File: src/rtl/fifo_pkg.sv
// Shared definitions for the FIFO read-side stream adapter: default word
// width, buffer occupancy encoding and the beat-counter width helper.
package fifo_pkg;

  localparam int DATAWIDTH = 8;

  typedef enum logic [1:0] {
    EMPTY = 2'd0,
    ONE   = 2'd1,
    TWO   = 2'd2
  } occ_t;

  // Beat counter width: clog2(pkt_len), never narrower than one bit.
  function automatic int beat_w(input int pkt_len);
    return (pkt_len <= 2) ? 1 : $clog2(pkt_len);
  endfunction

endpackage

File: src/rtl/skid_buf2.sv
// Two-slot output buffer between the FIFO read port and a valid/ready
// consumer. The pop strobe depends only on the registered occupancy and the
// FIFO empty flag, so the consumer's ready never reaches the FIFO
// combinationally.
module skid_buf2
  import fifo_pkg::*;
#(
  parameter int datawidth = DATAWIDTH
) (
  input  logic                 clk,
  input  logic                 rst,
  input  logic [datawidth-1:0] din,
  input  logic                 src_empty,
  output logic                 pop,
  output logic [datawidth-1:0] dout,
  output logic                 valid,
  input  logic                 ready,
  output logic                 accept
);

  occ_t                 occ;
  logic [datawidth-1:0] h;
  logic [datawidth-1:0] t;

  assign pop    = !rst && !src_empty && (occ != TWO);
  assign valid  = (occ != EMPTY);
  assign accept = valid && ready;
  assign dout   = h;

  // Occupancy state machine: capture popped words into head or tail, shift
  // tail into head when the head is consumed with both slots full.
  always_ff @(posedge clk) begin
    if (rst) begin
      occ <= EMPTY;
      h   <= '0;
      t   <= '0;
    end else begin
      unique case (occ)
        EMPTY: begin
          if (pop) begin
            h   <= din;
            occ <= ONE;
          end
        end
        ONE: begin
          if (pop && accept) begin
            h <= din;
          end else if (pop) begin
            t   <= din;
            occ <= TWO;
          end else if (accept) begin
            occ <= EMPTY;
          end
        end
        TWO: begin
          if (accept) begin
            h   <= t;
            occ <= ONE;
          end
        end
        default: occ <= EMPTY;
      endcase
    end
  end

endmodule

File: src/rtl/fifo_rd_stream.sv
// Read-side adapter downstream of the async FIFO: pops words into a 2-slot
// buffer and presents them as a framed valid/ready stream with out_last on
// every PKT_LEN-th word and a wrapping completed-packet count.
module fifo_rd_stream
  import fifo_pkg::*;
#(
  parameter int datawidth = DATAWIDTH,
  parameter int PKT_LEN   = 4,
  parameter int CNT_W     = 16
) (
  input  logic                 rclk,
  input  logic                 rrst,
  input  logic [datawidth-1:0] rdata,
  input  logic                 rempty,
  output logic                 rinc,
  output logic [datawidth-1:0] out_data,
  output logic                 out_valid,
  input  logic                 out_ready,
  output logic                 out_last,
  output logic [CNT_W-1:0]     pkt_cnt
);

  localparam int                BEAT_W    = beat_w(PKT_LEN);
  localparam logic [BEAT_W-1:0] BEAT_LAST = BEAT_W'(PKT_LEN - 1);

  logic [BEAT_W-1:0] beat;
  logic              accept;

  skid_buf2 #(
    .datawidth(datawidth)
  ) u_buf (
    .clk      (rclk),
    .rst      (rrst),
    .din      (rdata),
    .src_empty(rempty),
    .pop      (rinc),
    .dout     (out_data),
    .valid    (out_valid),
    .ready    (out_ready),
    .accept   (accept)
  );

  assign out_last = out_valid && (beat == BEAT_LAST);

  // Framing: count beats within a packet, close the packet on the last beat.
  always_ff @(posedge rclk) begin
    if (rrst) begin
      beat    <= '0;
      pkt_cnt <= '0;
    end else if (accept) begin
      if (out_last) begin
        beat    <= '0;
        pkt_cnt <= pkt_cnt + 1'b1;
      end else begin
        beat <= beat + 1'b1;
      end
    end
  end

endmodule
File: config.mk
export PLATFORM = sky130hd
export DESIGN_NAME = fifo_rd_stream
export DESIGN_NICKNAME = d
export VERILOG_FILES = /design/src/rtl/fifo_pkg.sv /design/src/rtl/skid_buf2.sv /design/src/rtl/fifo_rd_stream.sv
export SDC_FILE = /design/constraint.sdc
export NUM_CORES = 1
export LEC_CHECK = 0
export CORE_ASPECT_RATIO = 0.8
export CORE_MARGIN = 3
export CORE_UTILIZATION = 45
export DETAILED_ROUTE_END_ITERATION = 10
export DONT_BUFFER_PORTS = 1
export GPL_TIMING_DRIVEN = 1
export PLACE_DENSITY = 0.63
export RECOVER_POWER = 25
export SLEW_MARGIN = 30
export SYNTH_ARGS = -nofsm -noshare
export SYNTH_HDL_FRONTEND = slang
export SYNTH_SLANG_ARGS = --single-unit
export TNS_END_PERCENT = 20
File: constraint.sdc
create_clock -name rclk -period 1.4 [get_ports rclk]
set_input_delay 0.07 -clock rclk [delete_from_list [all_inputs] [get_ports rclk]]
set_output_delay 0.07 -clock rclk [all_outputs]
set_load 0.01 [all_outputs]
## Word level (Yosys, flattened, before mapping)

Index checks and enable logic that the tools add are counted.

- Flip-flop bits (word level): 36
- Bits in latches: 0
- RAM bits: 0
- Memory bits (read-only): 0
- Input bits: 12
- Output and inout bits: 27
- Word-level logic and storage cells: 42
- Memories: 0

- Add/sub/neg operators: 2
- $mul: 0
- Div/mod/pow operators: 0
- Magnitude comparators: 0
- Equality and inequality tests: 9
- Shift operators: 0
- Mux-type cells: 11
- Bitwise logic cells: 1
- Reductions and logical operators: 14

Operators with widths:

| operator | count |
|---|---|
| two-way mux 8 bit | 3 |
| one-hot mux 8 bit (3 select lines) | 1 |
| adder 16 x 1 -> 16 bit, second input constant | 1 |
| two-way mux 2 bit | 6 |
| AND reduction 4 bit | 2 |
| != test 2 x 1 -> 1 bit, second input constant | 3 |
| one-hot mux 2 bit (3 select lines) | 1 |
| logical AND 1 bit | 5 |
| equality test 2 bit, second input constant | 2 |
| != test 2 bit, second input constant | 2 |
| != test 3 x 1 -> 1 bit, second input constant | 1 |
| AND reduction 3 bit | 1 |
| nonzero test 3 bit | 1 |
| adder 2 x 1 -> 2 bit, second input constant | 1 |
| equality test 2 x 1 -> 1 bit, second input constant | 1 |
| zero test 1 bit | 2 |
| zero test 2 bit | 1 |
| AND reduction 2 bit | 1 |
| nonzero test 2 bit | 1 |
| inverter 1 bit | 1 |

## Depth between registers and ports, before layout

- Depth in word-level cells: 6
- Mapped depth: 6

## Modules after synthesis

From an unflattened synthesis, not the netlist that was laid out.

- Cell total of the unflattened synthesis: 187
- Area, all modules: 1742.9 µm²

By module, submodules not included:

| module | times used | cells each | area each (µm²) |
|---|---|---|---|
| skid_buf2 | 1 | 95 | 890.9 |
| fifo_rd_stream | 1 | 92 | 852.1 |

## Worst setup path after synthesis

Ideal clock, no wire load.

- Kind: register to register
- Start: reg beat[0]
- End: reg pkt_cnt[15]
- Arrival time: 1368 ps
- Slack: -83 ps
- Stages on the path, launching flop included: 6
- Buffers on the path: 0
- Clock period less this slack: 1483 ps
- Path through: dfxtp_1 > ha_1 > o211ai_2 > nor4_4 > a31oi_1 > o21ba_2

- Word-level cells in the longest chain between the ends: 3

Ends and longest elaborated chain:

| what | line | source |
|---|---|---|
| start, declared | fifo_rd_stream.sv:26 | `logic [BEAT_W-1:0] beat;` |
| start signal, assigned | fifo_rd_stream.sv:55 | `beat <= beat + 1'b1;` |
| equality test 2 bit | fifo_rd_stream.sv:43 | `assign out_last = out_valid && (beat == BEAT_LAST);` |
| logical AND 1 bit | fifo_rd_stream.sv:43 |  |
| AND reduction 2 bit (no source line) | -- |  |
| end signal, assigned | fifo_rd_stream.sv:53 | `pkt_cnt <= pkt_cnt + 1'b1;` |
| end, declared | fifo_rd_stream.sv:20 | `output logic [CNT_W-1:0] pkt_cnt` |

Every way passes these cells.
A chain may end at the register's enable or synchronous reset.

## Worst setup path in the final report

- Start: reg u_buf.occ[1]
- End: reg pkt_cnt[13]

- Word-level cells in the longest chain between the ends: 3
- Elaborated cells on any way between the ends: 4
- Classes of those cells: 4 x reduce/logical

Ends and longest elaborated chain:

| what | line | source |
|---|---|---|
| start, declared | skid_buf2.sv:21 | `occ_t occ;` |
| start signal, assigned | skid_buf2.sv:34 | `occ <= EMPTY;` |
| start signal, assigned | skid_buf2.sv:42 | `occ <= ONE;` |
| start signal, assigned | skid_buf2.sv:50 | `occ <= TWO;` |
| nonzero test 2 bit (*) | skid_buf2.sv:26 | `assign valid = (occ != EMPTY);` |
| logical AND 1 bit (on tied branches) | fifo_rd_stream.sv:43, skid_buf2.sv:27 |  |
| AND reduction 2 bit (no source line) (*) | -- |  |

Mark *: on every way between the ends. The rest lies on a longest branch, timed or not.

==> Flow_metrics.wiki <==
{| class="wikitable"
! Metric !! Value
|-
| Outcome || finished, violations left
|-
| Failing checks || negative setup slack
|-
| Share of async-settable or async-resettable flops after synthesis || 0%
|-
| Maximum clock frequency || 703 MHz
|-
| Final Util || 66.5%
|-
| Vias in the first global route || 1451
|-
| Sequential share of the synthesized area || 41.1%
|-
| Boundary pin count || 39
|-
| Design area || 0.00239 mm²
|-
| Classification of the worst-slack hold path || in -> reg
|-
| Combined buffer and inverter count along the critical path || 2
|-
| Commonest non-fill, non-tap cells in the layout || nor2_1 (28), dfxtp_1 (26), buf_4 (25), nand2_1 (23), mux2i_1 (10)
|-
| Worst path max stage delay || 370 ps
|-
| Setup repair after global routing missed its margin || yes
|-
| Worst Tran Pin Value || 393 ps
|-
| Post-Synthesis Mean Instance Area || 9.38 µm²
|-
| Share of cells above drive strength 1 || 37.9%
|-
| Clock tree from TritonCTS || yes
|-
| CTS root buf || clkbuf_8
|-
| TritonRoute pass-1 iters || 4
|-
| Max Root-Sink Buffers || 2
|-
| Port bufs || 0
|-
| Die extent in y || 61.8 µm
|-
| Count of final setup violators || 4
|-
| Routed len/inst || 15.7 µm
|-
| Cell chain of the critical path || buf_6 -> o211ai_4 -> nor4_4 -> buf_4 -> a31o_4 -> a21oi_2
|-
| HPWL after detailed placement || 2790 µm
|-
| GRT Util Overall || 19.3%
|-
| Max-slew headroom at the worst pin || 73.6%
|-
| Crit path arrival time || 1650 ps
|-
| Sort of element at the start of the critical path || register
|-
| Non-filler instance count after layout || 279
|-
| Net count of the mapped netlist || 201
|-
| Per-cell via count in the routed design || 5.49
|-
| Slowest-stage cell, CP || dfxtp_4
|-
| Placed Cells incl. Taps || 255
|-
| CTS buffer count || 5
|-
| Post-route worst hold slack || 54.9 ps
|-
| Number of antenna violations at the first check in global routing || 0
|-
| Largest driver fanout on the critical path || 7
|-
| Post-Place Cell Area || 0.00196 mm²
|-
| Max H-tree Level || 2
|-
| Cell count after synthesis || 187
|-
| Netlist area before placement || 0.00175 mm²
|-
| Total detailed-routing wirelength || 4390 µm
|-
| Post-layout net count || 240
|-
| Fillcell total || 297
|-
| Endpoint kind of the worst setup timing path || register
|-
| Global placer's final weighted congestion || 0.748
|-
| Warning count from the yosys run || 0
|-
| Cell family with the largest share of critical-path delay || compound AO/OA/AOI/OAI gates
|-
| EDFF count, synth || 0
|-
| Clock skew || 9.56 ps
|-
| Vias after detailed routing || 1531
|-
| Static Leak || 1.00 nW
|-
| First-iteration detailed-routing DRC count || 113
|-
| Die ar. || 0.00469 mm²
|-
| Number of violations of the max-capacitance limit || 0
|-
| Layout area overhead || 36.1%
|-
| Post-layout worst setup margin || -22.3 ps
|-
| Post-route fraction of the period consumed by the critical path || 102%
|-
| ANT nets after route || 0
|-
| # rows || 19
|-
| Total Power || 0.00212 W
|-
| Clock transition at the register clock pins on the worst setup and hold paths after CTS || 70 ps
|-
| Pin count of the biggest net entering global routing || 42
|-
| Distinct cell type count after synthesis || 46
|-
| PD cells || 888 mW/mm²
|-
| Worst-skew pair later-pin latency || 290 ps
|-
| Effective utilization at floorplan || 48.9%
|-
| Wire length of the first global-routing pass || 6660 µm
|-
| Pins over their slew limit || 0
|-
| Most common cell after layout, fill and taps aside || nor2_1
|-
| Max VDD drop || 714 µV
|-
| Grt ovf || 0
|-
| Data required time of the critical path || 1620 ps
|-
| Number of DRC violations after detailed routing || 0
|-
| Ant. Diodes || 0
|-
| Area of the core region || 0.00359 mm²
|-
| Chip Width || 75.8 µm
|-
| Most instantiated flip-flop cell in the synthesis netlist || dfxtp_1
|-
| CTS Sinks || 36
|-
| Final hold viol count || 0
|-
| Post-synthesis register bit count || 36
|-
| Type of the worst setup path || reg -> reg
|-
| Final Critical Period || 1420 ps
|}
## per-layer routing
| metal | share of wire, % | global-route usage, % |
|---|---|---|
| met5 | 0 | 0 |
| met4 | 1.8 | 7.48 |
| met3 | 7.4 | 7.56 |
| met2 | 46 | 29.9 |
| met1 | 45 | 24.2 |
## worst reg2reg max path: cells and delay by family, from the launching register on
| family | cells | cell delay, ps |
|---|---|---|
| compound gates | 3 | 650 |
| simple gates | 1 | 70 |
| buf+inv | 2 | 280 |
| flops | 1 | 370 |
## per-stage QoR
stage / worst slack (ps) / TNS, ps
2_1_floorplan: -16.1 / -36.1
4_1_cts: -67.4 / -274
6_report: -22.3 / -55.8
3_5_place_dp: -127 / -1190
3_3_place_gp: -72.3 / -445
5_1_grt: -91.8 / -585
## cells by family (layout without fill, tap and decap cells)
group | Yosys count | after routing | share of synthesized area [%]
AO/OA/AOI/OAI | 27 | 27 | 14.7
XOR/XNOR | 10 | 10 | 4.99
AND/OR/NAND/NOR | 86 | 86 | 25.9
buffers and inverters | 16 | 56 | 6.21
flip-flops | 36 | 36 | 41.1
adder cells (fa/ha/maj) | 2 | 2 | 1.43
multiplexers | 10 | 10 | 5.71
## synthesized netlist by cell type (all sizes together), types with 3 or more instances
cell | n | share of area [%]
nand3 | 3 | 1.1
mux2i | 10 | 5.7
nand2 | 24 | 5.1
a21oi | 6 | 1.7
dfxtp | 36 | 41
nor2 | 31 | 6.9
xnor2 | 8 | 4.0
nand4 | 4 | 1.8
buf | 9 | 4.7
a311oi | 8 | 6.8
inv | 5 | 1.1
nor3 | 8 | 2.3
o21ai | 3 | 0.86
nor4 | 5 | 3.7
## layout make-up
cell class / instances / area [µm²] / area share [%]
Clock buffer: 8 / 90.1 / 3.77
Tap cell: 52 / 65.1 / 2.73
Sequential cell: 36 / 736 / 30.8
Multi-Input combinational cell: 135 / 1060 / 44.6
Inverter: 5 / 18.8 / 0.786
Timing Repair Buffer: 43 / 413 / 17.3
## state kept, by name, indices dropped and copies added, names as in the netlist
register / flops
pkt_cnt: 16
u_buf.dout: 8
u_buf.t: 8
u_buf.occ: 2
beat: 2
## final timing paths
path                     start  slack (ps)            to  cells past startpoint
hold reg to reg     pkt_cnt[1]         490    pkt_cnt[1]                      2
setup / recovery  u_buf.occ[1]         -20   pkt_cnt[13]                      6
setup reg to reg  u_buf.occ[1]         -20   pkt_cnt[13]                      6
hold / removal          rempty          50  u_buf.occ[1]                      3
## power breakdown
part | total [W] | internal (W) | switching (W) | leakage [nW]
clock | 0.000772 | 0.000402 | 0.000370 | 0.0455
combinational | 0.000258 | 0.000137 | 0.000121 | 0.658
sequential | 0.00109 | 0.00106 | 0.0000351 | 0.297
## timing repair
action / CTS / global route
hold endpoints to repair: 36 / 36
resized for setup: 26 / 9
setup endpoints to repair: 20 / 19
pin swaps: 22 / 12
cloned: 1 / 0
hold buffers: 1 / 9
buffers inserted: 5 / 0
Power figures use the tool's default switching activity.
